## src/rtl/sync_fifo.sv

```systemverilog
// Single-clock FIFO with occupancy count, almost-full/almost-empty flags and sticky misuse flags.
// Latency: a write is readable from the next edge on; read data is registered and rvalid pulses on the edge after acceptance.
// Backpressure: writes are dropped while wfull and reads while rempty; each drop sets overflow or underflow until clr_err.
//
// Ports:
//   clk, rst_n             single clock, asynchronous active-low reset
//   winc, wdata            write request and data; wfull, walmost_full report fill level
//   rinc                   read request; rdata/rvalid carry the registered result; rempty, ralmost_empty report drain level
//   count                  occupancy 0..DEPTH
//   overflow, underflow    sticky error flags; clr_err clears them synchronously
module sync_fifo #(
    parameter int DSIZE      = 8,
    parameter int ASIZE      = 4,
    parameter int AFULL_LVL  = 14,
    parameter int AEMPTY_LVL = 2
) (
    input  logic             clk,
    input  logic             rst_n,
    input  logic             winc,
    input  logic [DSIZE-1:0] wdata,
    output logic             wfull,
    output logic             walmost_full,
    input  logic             rinc,
    output logic [DSIZE-1:0] rdata,
    output logic             rvalid,
    output logic             rempty,
    output logic             ralmost_empty,
    output logic [ASIZE:0]   count,
    output logic             overflow,
    output logic             underflow,
    input  logic             clr_err
);

    localparam int             DEPTH    = 1 << ASIZE;
    localparam logic [ASIZE:0] AFULL_C  = (ASIZE+1)'(AFULL_LVL);
    localparam logic [ASIZE:0] AEMPTY_C = (ASIZE+1)'(AEMPTY_LVL);
    localparam logic [ASIZE:0] ONE_C    = {{ASIZE{1'b0}}, 1'b1};

    // Storage is deliberately not reset; pointers define which entries are live.
    logic [DSIZE-1:0] mem_q [DEPTH];

    logic [ASIZE:0]   wptr_q, wptr_d;
    logic [ASIZE:0]   rptr_q, rptr_d;
    logic [ASIZE:0]   cnt_q, cnt_d;
    logic [DSIZE-1:0] rdata_q, rdata_d;
    logic             rvalid_q, rvalid_d;
    logic             ovf_q, ovf_d;
    logic             udf_q, udf_d;

    logic             full, empty;
    logic             wr_acc, rd_acc;

    // Pointers carry an extra wrap bit so equal low bits distinguish empty (same lap) from full (one lap apart).
    assign empty  = (wptr_q == rptr_q);
    assign full   = (wptr_q[ASIZE-1:0] == rptr_q[ASIZE-1:0]) && (wptr_q[ASIZE] != rptr_q[ASIZE]);

    assign wr_acc = winc && !full;
    assign rd_acc = rinc && !empty;

    always_comb begin
        wptr_d   = wptr_q;
        rptr_d   = rptr_q;
        cnt_d    = cnt_q;
        rdata_d  = rdata_q;
        rvalid_d = rd_acc;

        if (wr_acc) begin
            wptr_d = wptr_q + ONE_C;
        end
        if (rd_acc) begin
            rptr_d  = rptr_q + ONE_C;
            rdata_d = mem_q[rptr_q[ASIZE-1:0]];
        end

        case ({wr_acc, rd_acc})
            2'b10:   cnt_d = cnt_q + ONE_C;
            2'b01:   cnt_d = cnt_q - ONE_C;
            default: cnt_d = cnt_q;
        endcase

        // A new error in the same cycle as clr_err must survive the clear.
        ovf_d = (ovf_q && !clr_err) || (winc && full);
        udf_d = (udf_q && !clr_err) || (rinc && empty);
    end

    always_ff @(posedge clk) begin
        if (wr_acc) begin
            mem_q[wptr_q[ASIZE-1:0]] <= wdata;
        end
    end

    always_ff @(posedge clk or negedge rst_n) begin
        if (!rst_n) begin
            wptr_q   <= '0;
            rptr_q   <= '0;
            cnt_q    <= '0;
            rdata_q  <= '0;
            rvalid_q <= 1'b0;
            ovf_q    <= 1'b0;
            udf_q    <= 1'b0;
        end else begin
            wptr_q   <= wptr_d;
            rptr_q   <= rptr_d;
            cnt_q    <= cnt_d;
            rdata_q  <= rdata_d;
            rvalid_q <= rvalid_d;
            ovf_q    <= ovf_d;
            udf_q    <= udf_d;
        end
    end

    // Every output is decoded from registered state only.
    assign wfull         = full;
    assign rempty        = empty;
    assign walmost_full  = (cnt_q >= AFULL_C);
    assign ralmost_empty = (cnt_q <= AEMPTY_C);
    assign count         = cnt_q;
    assign rdata         = rdata_q;
    assign rvalid        = rvalid_q;
    assign overflow      = ovf_q;
    assign underflow     = udf_q;

endmodule
```

## config.mk

```make
export PLATFORM = sky130hd
export DESIGN_NAME = sync_fifo
export DESIGN_NICKNAME = d
export VERILOG_FILES = /design/src/rtl/sync_fifo.sv
export SDC_FILE = /design/constraint.sdc
export NUM_CORES = 1
export LEC_CHECK = 0
export CORE_UTILIZATION = 59
export DETAILED_ROUTE_END_ITERATION = 6
export PLACE_DENSITY = 0.89
export REMOVE_ABC_BUFFERS = 1
export SLEW_MARGIN = 20
export SYNTH_ARGS = -nofsm -noshare
export SYNTH_HDL_FRONTEND = slang
export SYNTH_SLANG_ARGS = --single-unit
export TNS_END_PERCENT = 20
```

## constraint.sdc

```tcl
create_clock -name clk -period 3.1 [get_ports clk]
set_input_delay 0.465 -clock clk [delete_from_list [all_inputs] [get_ports clk]]
set_output_delay 0.465 -clock clk [all_outputs]
set_load 0.03 [all_outputs]
```

# After elaboration in Yosys (flattened, before gate mapping)
# Memories as Yosys holds them, arrays and structs flattened. A register that Yosys moved wholly into a read port is not among the register bits.
# Index checks and enable logic that the tools add are counted.
# word_totals
ff_bits	18
mem_bits_rw	128
in_bits	13
out_inout_bits	20
elab_cells	35
mem_count	1
# mem_list
memory	words	width	read_ports	rd_ports_with_merged_regs	wr	line	rtl
mem_q	16	8	1	1	1	40	logic [DSIZE-1:0] mem_q [DEPTH];
# op_classes
addsub	4
order_cmp	2
eq_ne	5
n_mux	3
reduce_logical	14
# op_table
operator	n
$add A5 B1 Y5 const B	3
$pmux W5 S2	1
$logic_and A1 B1 Y1	7
$eq A5 B5 Y1	1
$ge A5 B4 Y1 const B	1
$le A5 B2 Y1 const B	1
$sub A5 B1 Y5 const B	1
$eq A4 B4 Y1	1
$logic_not A1 Y1	4
$eq A2 B1 Y1 const B	1
$eq A2 B2 Y1 const B	1
$logic_or A1 B1 Y1	2
$mux W1	2
$reduce_bool A2 Y1	1
$ne A1 B1 Y1	1

# Depth between registers and ports, before layout
# Gate-level depths: netlist (run 1).
# depth
depth_word	6
ltp_mapped	13
depth_no_buf	11

# Worst setup path before layout (run 1)
# OpenSTA, ideal clock, no wires.
# synth_timing
path_kind	reg2reg
start	register rptr_q[1]
end	register cnt_q[4], in the netlist count[4]
setup_time_ns	0.137
t_arrival_ns	2.737
required_time_ns	2.963
slack_ns	0.227
path_stages_with_launch	13
n_path_buf	2
synth_period_minus_slack_ns	2.873
cell_sequence	dfrtp_1 -> buf_6 -> xor2_2 -> nor4_4 -> a21boi_2 -> buf_2 -> ha_1 -> fa_1 -> a21o_1 -> a21oi_1 -> xor2_1 -> nor2_1 -> xor2_1
# synth_lines
element	line	rtl
start, declared	43	logic [ASIZE:0] rptr_q, rptr_d;
start signal, assigned	103	rptr_q <= rptr_d;
$eq A5 B5 Y1 *	54	assign empty = (wptr_q == rptr_q);
$logic_not A1 Y1 *	58	assign rd_acc = rinc && !empty;
$logic_and A1 B1 Y1 *	58	
via rd_acc	51	logic wr_acc, rd_acc;
$eq A2 B1 Y1 / $eq A2 B2 Y1 (equally long branches)	75	case ({wr_acc, rd_acc})
$pmux W5 S2 / $reduce_bool A2 Y1 (equally long branches)	n/a	
end signal, assigned	104	cnt_q <= cnt_d;
end, declared	44	logic [ASIZE:0] cnt_q, cnt_d;
# The timed path passes the listed nets; every way through them passes the cells marked *.
# A chain may end at the register's enable or synchronous reset.

# Worst setup path after layout (run 1)
# layout_timing
start	register wptr_q[1]
end	register cnt_q[4], in the netlist count[4]
# layout_between
elab_chain_cells	6
# layout_lines
element	line	rtl
start, declared	42	logic [ASIZE:0] wptr_q, wptr_d;
start signal, assigned	102	wptr_q <= wptr_d;
$eq A4 B4 Y1	55	assign full = (wptr_q[ASIZE-1:0] == rptr_q[ASIZE-1:0]) && (wptr_q[ASIZE] != rptr_q[ASIZE]);
$logic_and A1 B1 Y1	55	
$logic_not A1 Y1	57	assign wr_acc = winc && !full;
$logic_and A1 B1 Y1	57	
$eq A2 B1 Y1 / $eq A2 B2 Y1 (equally long branches)	75	
$pmux W5 S2 / $reduce_bool A2 Y1 (equally long branches)	n/a	
# Parallel ways exist; a longest one is shown, timed or not.

==> results.py, run 1 <==
metrics = {
    "run_status": {
        "status": "completed",
    },
    "clock_network": {
        "clock-sinks": 154,
        "postCtsSetupBuffers": 0,
        "hold_buffers": 0,
        "clk_latency_ps": 540,
        "root_buffer": "clkbuf_8",
        "numCtsBuffers": 17,
        "postCtsResizedCells": 0,
        "h-tree-depth": 4,
        "cts_tree": "yes",
        "clockBufferDepth": 2,
        "cts.clk_slew.worst_paths_ps": 60,
    },
    "yosys": {
        "synth_cell_types": 38,
        "synth_warnings": 0,
        "postSynthCellCount": 355,
        "synth-seq-cells": 154,
        "avgSynthCellArea_um2": 18.0,
        "yosys.area.top_type": "edfxtp_1",
        "synth_area_um2": 6400,
        "yosysSeqAreaShare": 0.702,
        "synth.area.top_cells": "edfxtp_1 (60%), dfrtp_1 (10%), mux4_2 (5.3%), mux4_1 (3.7%), ha_1 (1.8%)",
        "netlist.area_leader.share": 0.600,
    },
    "detailed_routing": {
        "routed_wl_um": 13000,
        "drc": 0,
        "ant_nets": 0,
        "drt_first_pass_iters": 5,
        "wl_per_cell_um": 23.8,
        "via_count": 3457,
        "dr.first_iter.drc_count": 246,
        "viasPerCell": 6.33,
    },
    "sta": {
        "min_period_ps": 2740,
        "worst_slew_pin_slew_ps": 706,
        "fin_crit_sh": 0.884,
        "worst_slack_ps": 358,
        "rsz0062_at_grt": "false",
        "hold_viol": 0,
        "slew_headroom": 0.528,
        "fmaxAchievable_mhz": 365,
        "setup-violations-final": 0,
        "slew_violations": 0,
        "skew_ps": 11.2,
    },
    "layout": {
        "final_layout_size_suffix_gt1_frac": 0.183,
        "syn_to_final_growth_pct": 15.8,
        "fin_util": 0.712,
        "fillers": 607,
        "num_antenna_cells": 0,
        "final_nets": 420,
    },
    "placement": {
        "place_hpwl_um": 7910,
        "portBuffers": 32,
        "place_ws_ps": 355,
        "gp_routability_congestion": 0.804,
    },
    "critical_path": {
        "worstSetupPathType": "register to register",
        "critPathLaunch": "wptr_q[1]",
        "crit_path_end_kind": "register",
        "arrival_ps": 3170,
        "crit_required_ps": 3520,
        "start_kind": "register",
        "ff2ff_path_depth": 10,
        "critPathMaxFanout": 5,
        "timing.rr.start": "wptr_q[1]",
    },
    "floorplanning": {
        "rows": 37,
        "die_h_um": 106,
        "die_area_um2": 11300,
        "die_w_um": 106,
        "design.core.area_um2": 10400,
        "start_util": 0.615,
        "num_io_pins": 33,
    },
    "pwr": {
        "p_int_mw": 4.91,
        "ir_drop_mv": 0.499,
        "seq_power_share": 0.379,
        "total_power_mw": 7.40,
        "p_clk_frac": 0.278,
        "cellPowerDensity_nw_per_um2": 998,
        "power_leakage_nw": 2.59,
        "p_switching_mw": 2.49,
        "pwr-share-comb": 0.343,
        "switching_share": 0.336,
    },
    "global_routing": {
        "grt_pass1_vias": 3470,
        "grt_remaining_overflow": 0,
        "grt_max_degree": 52,
        "antenna_found_initial": 0,
        "grt_usage": 0.249,
        "grt_pass1_wl_um": 19500,
    },
    "run": {
        "max-cap-violations": 0,
    },
    "hold_path": {
        "hold_path_class": "input port to async pin",
    },
}
[registers in the layout (all words and copies together), names as in the netlist]
| name | flops |
|---|---|
| rdata | 8 |
| count | 5 |
| underflow | 1 |
| mem_q | 128 |
| wptr_q | 5 |
| overflow | 1 |
| rptr_q | 5 |
| rvalid | 1 |
[power by group through the flow]
| stage | Combinational [mW] | Sequential [mW] | Clock, mW |
|---|---|---|---|
| finish | 2.54 | 2.81 | 2.06 |
| global route | 2.69 | 2.84 | 2.13 |
| CTS | 2.53 | 2.80 | 2.06 |
| detailed placement | 2.50 | 2.84 | 0 |
| global placement | 2.39 | 2.81 | 0 |
| floorplan | 1.28 | 3.19 | 0 |
[cells in the mapped netlist, drive strengths merged]
| cell type | count |
|---|---|
| clkbuf | 5 |
| mux2 | 10 |
| a211oi | 8 |
| and3 | 4 |
| nand2 | 8 |
| and4 | 3 |
| mux2i | 8 |
| edfxtp | 128 |
| nor2 | 10 |
| inv | 6 |
| xor2 | 9 |
| mux4 | 24 |
| a2111oi | 9 |
| buf | 16 |
| o21ai | 5 |
| fa | 1 |
| a31o | 1 |
| ha | 9 |
| and2b | 1 |
| dfrtp | 26 |
| a21boi | 2 |
| xnor2 | 10 |
| nand2b | 1 |
| nor2b | 16 |
| nand4 | 4 |
| and3b | 4 |
| and2 | 2 |
| a21oi | 18 |
| a21o | 2 |
| nor3b | 4 |
| nor4 | 1 |
[per-layer routing]
metal	track usage	wire (um)	up-vias
met5	0	0	-
met2	0.407	6720	177
li1	-	-	1477
met3	0.0533	873	39
met4	0.125	444	0
met1	0.318	4950	1764
[worst max-delay path, stage by stage, from the launching register on]
cell and delay [ps]:
dfrtp_1 460, xor2_2 190, nor4_4 400, a21boi_2 120
ha_1 270, fa_1 420, a21o_1 190, a21oi_1 170
xor2_1 190, nor2_1 70, xor2_1 150
[per-stage QoR]
stage / setup TNS [ps] / instances / hold WS, ps / cell area [um2]
after floorplan: -4890 / 334 / 169 / 6250
after global placement: 0 / 514 / 497 / 6820
after detailed placement: 0 / 514 / 512 / 6820
after CTS: 0 / 546 / 311 / 7410
after global routing: 0 / 546 / 332 / 7410
final: 0 / 546 / 299 / 7410
[worst paths after layout]
kind | end | slack [ps]
min | count[0] | 300
min reg2reg | count[4] | 520
min in group clk | count[4] | 520
max reg2reg | count[4] | 360
max in group asynchronous | rptr_q[2] | 2500
max | count[4] | 360
[area by class of cell]
type,count,area [um2],share of cell area
clock buffer,18,418,0.0564
tap,136,170,0.0230
clock inverter,14,171,0.0231
multi-input combinational,174,1730,0.233
sequential,154,4500,0.606
inverter,6,22.5,0.00304
timing repair buffer,44,405,0.0547
[placed cells by master, fill, tap and decap left out, types with 10 or more instances in the layout]
cell type / instances
mux2_2: 10
nor2b_1: 16
clkdlybuf4s50_1: 30
xnor2_1: 10
nor2_1: 10
clkbuf_16: 16
edfxtp_1: 128
mux4_2: 15
a21oi_1: 18
buf_4: 14
dfrtp_1: 25
[kinds of logic (layout without fill, tap and decap cells)]
| family | Yosys count | in the layout | share of synthesized area |
|---|---|---|---|
| DFF | 154 | 154 | 0.702 |
| and+or+nand+nor | 58 | 58 | 0.0557 |
| AOI/OAI and AO/OA | 45 | 45 | 0.0469 |
| muxes | 42 | 42 | 0.120 |
| buffers and inverters | 27 | 82 | 0.0277 |
| xor gates and xnor gates | 19 | 19 | 0.0272 |
| adders and majority gates | 10 | 10 | 0.0207 |
Note: power is estimated with default switching activity, not from simulation.
==> run 2, diff against run 1 <==
--- a/config.mk
+++ b/config.mk
@@ -5,7 +5,10 @@
 export SDC_FILE = /design/constraint.sdc
 export NUM_CORES = 1
 export LEC_CHECK = 0
-export CORE_UTILIZATION = 59
+export ABC_AREA = 1
+export CORE_MARGIN = 1.5
+export CORE_UTILIZATION = 60
+export CTS_CLUSTER_SIZE = 12
 export DETAILED_ROUTE_END_ITERATION = 6
 export PLACE_DENSITY = 0.89
 export REMOVE_ABC_BUFFERS = 1
==> results.py, run 2 <==
metrics = {
    "clock_network": {
        "hold_buffers": 0,
        "cts.clk_slew.worst_paths_ps": 60,
        "clockBufferDepth": 2,
        "numCtsBuffers": 17,
        "clock-sinks": 154,
        "postCtsSetupBuffers": 0,
        "clk_latency_ps": 430,
        "cts_tree": "yes",
        "h-tree-depth": 4,
        "postCtsResizedCells": 0,
        "root_buffer": "clkbuf_16",
    },
    "sta": {
        "hold_viol": 0,
        "worst_slack_ps": 358,
        "min_period_ps": 2740,
        "setup-violations-final": 0,
        "fmaxAchievable_mhz": 365,
        "worst_slew_pin_slew_ps": 791,
        "skew_ps": 9.10,
        "rsz0062_at_grt": "false",
        "slew_headroom": 0.471,
        "tns_ps": 0,
        "fin_crit_sh": 0.885,
        "slew_violations": 0,
    },
    "run": {
        "max-cap-violations": 0,
    },
    "critical_path": {
        "critPathMaxStageDelay_ps": 580,
        "crit_slowest_cell": "dfrtp_1",
        "cp_common_cell": "nand2_1",
        "timing.rr.start": "rptr_q[1]",
        "r2r-end": "count[4]",
        "rrSetupSlack_ps": 360,
        "crit_path_end_kind": "register",
        "critPathMaxFanout": 14,
        "cp_cell_sequence": "inv_4, nand2_1, nand2_1, a21oi_2, nand3_2, nand2_2, inv_2, ha_1, fa_1, a21oi_1, nor2_1, nor2_1, xor2_1, nand2_1, nand2_1",
        "worstSetupPathType": "register to register",
        "crit_family": "adder cells",
        "crit_required_ps": 3460,
        "worstPathBufferInverterCount": 2,
        "start_kind": "register",
        "arrival_ps": 3100,
        "ff2ff_path_depth": 15,
    },
    "global_routing": {
        "grt_remaining_overflow": 0,
        "grt_usage": 0.271,
        "grt_pass1_wl_um": 25600,
        "grt_max_degree": 68,
        "grt_pass1_vias": 5098,
        "antenna_found_initial": 0,
    },
    "floorplanning": {
        "die_w_um": 111,
        "die_area_um2": 12400,
        "rows": 39,
        "die_h_um": 111,
        "design.core.area_um2": 11400,
        "start_util": 0.617,
        "num_io_pins": 33,
    },
    "placement": {
        "place_ws_ps": 448,
        "place_area_um2": 7570,
        "place_hpwl_um": 10000,
        "portBuffers": 32,
        "gp_routability_congestion": 0.908,
    },
    "yosys": {
        "netlist.area_leader.share": 0.545,
        "synthTopCellsByCount": "nand2_1 (265), inv_1 (137), edfxtp_1 (128), nand3_1 (83), dfrtp_1 (26)",
        "avgSynthCellArea_um2": 9.61,
        "synth_warnings": 0,
        "synth-seq-cells": 154,
        "yosysMostFrequentCell": "nand2_1",
        "yosys.area.top_type": "edfxtp_1",
        "ys_async_sr_fraction": 0.169,
        "yosysSeqAreaShare": 0.638,
        "synth_area_um2": 7050,
        "synth_flop_cell": "edfxtp_1",
        "postSynthCellCount": 733,
        "synth.area.top_cells": "edfxtp_1 (55%), nand2_1 (14%), dfrtp_1 (9.2%), inv_1 (7.3%), nand3_1 (5.9%)",
        "synth_edf_count": 128,
        "synth_cell_types": 30,
    },
    "layout": {
        "final_area_um2": 8090,
        "fillers": 769,
        "multiInputGateArea_um2": 1870,
        "seq_area_um2": 4500,
        "fin_util": 0.708,
        "layout_common_cells": "nand2_1 (265), inv_1 (137), edfxtp_1 (128), nand3_1 (83), clkdlybuf4s50_1 (30)",
        "final_common_cell": "nand2_1",
        "syn_to_final_growth_pct": 14.8,
        "largest_register_ffs": 128,
        "num_antenna_cells": 0,
        "final_layout_size_suffix_gt1_frac": 0.0769,
        "final_nets": 803,
    },
    "pwr": {
        "power_leakage_nw": 3.70,
        "cellPowerDensity_nw_per_um2": 921,
        "ir_drop_mv": 0.602,
        "total_power_mw": 7.45,
    },
    "detailed_routing": {
        "wl_per_cell_um": 16.7,
        "ant_nets": 0,
        "viasPerCell": 5.43,
        "dr.first_iter.drc_count": 617,
        "via_count": 5087,
        "routed_wl_um": 15600,
        "drc": 0,
        "drt_first_pass_iters": 6,
    },
    "hold_path": {
        "hold_path_class": "input port to async pin",
    },
    "run_status": {
        "status": "completed",
    },
}
run 2: cell types whose count changed after synthesis, moves of 9 or more:
| cell | change |
|---|---|
| mux4_2 | -15 |
| mux4_1 | -9 |
| nor3_1 | +15 |
| nor2b_1 | -16 |
| mux2_2 | -10 |
| inv_1 | +131 |
| nand3_1 | +83 |
| a21oi_1 | -16 |
| nand2_1 | +257 |
run 2: logic make-up after synthesis:
family | share of synthesized area
adder cells (fa/ha/maj) | 0.0188
AO/OA/AOI/OAI | 0.0114
AND/OR/NAND/NOR | 0.220
buffers and inverters | 0.0973
XOR/XNOR | 0.0149
flip-flops | 0.638
run 2: per-layer routing:
layer  up-vias  track usage  share of wire
li1       2400            -              -
met2       252        0.435           0.51
met5         -            0              0
met4         0        0.134          0.023
met1      2401        0.355           0.38
met3        34       0.0599          0.086
run 2: power breakdown:
group	total, mW	internal [mW]	switching [mW]	leakage, nW
clock	1.84	1.08	0.752	0.252
sequential	2.77	2.56	0.212	1.48
combinational	2.85	0.933	1.92	1.97
total	7.45	4.57	2.88	3.70
run 2: cell type report:
type,count,share of cell area
Sequential cell,154,0.556
Multi-Input combinational cell,409,0.231
Inverter,143,0.0667
Timing Repair Buffer,55,0.0603
Clock buffer,21,0.0544
Tap cell,143,0.0221
Clock inverter,11,0.00990
run 2: stage by stage:
stage | std cells | hold slack [ps]
final | 936 | 421
after global routing | 936 | 445
after CTS | 936 | 418
after detailed placement | 904 | 467
after global placement | 904 | 462
after floorplan | 706 | 169
run 2: worst max-delay path by stage:
stage                     cells after the start  startpoint  endpoint
after floorplan                              13   rptr_q[0]  count[4]
after global placement                       15   rptr_q[1]  count[4]
after detailed placement                     15   rptr_q[1]  count[4]
after CTS                                    15   rptr_q[1]  count[4]
after global routing                         15   rptr_q[1]  count[4]
final                                        15   rptr_q[1]  count[4]
==> run 3, diff against run 2 <==
--- a/config.mk
+++ b/config.mk
@@ -8,6 +8,7 @@
 export ABC_AREA = 1
 export CORE_MARGIN = 1.5
 export CORE_UTILIZATION = 60
+export CTS_CLUSTER_DIAMETER = 150
 export CTS_CLUSTER_SIZE = 12
 export DETAILED_ROUTE_END_ITERATION = 6
 export PLACE_DENSITY = 0.89
==> results of run 3 <==
The final DEF is identical to that of run 2; final timing and power are the same.
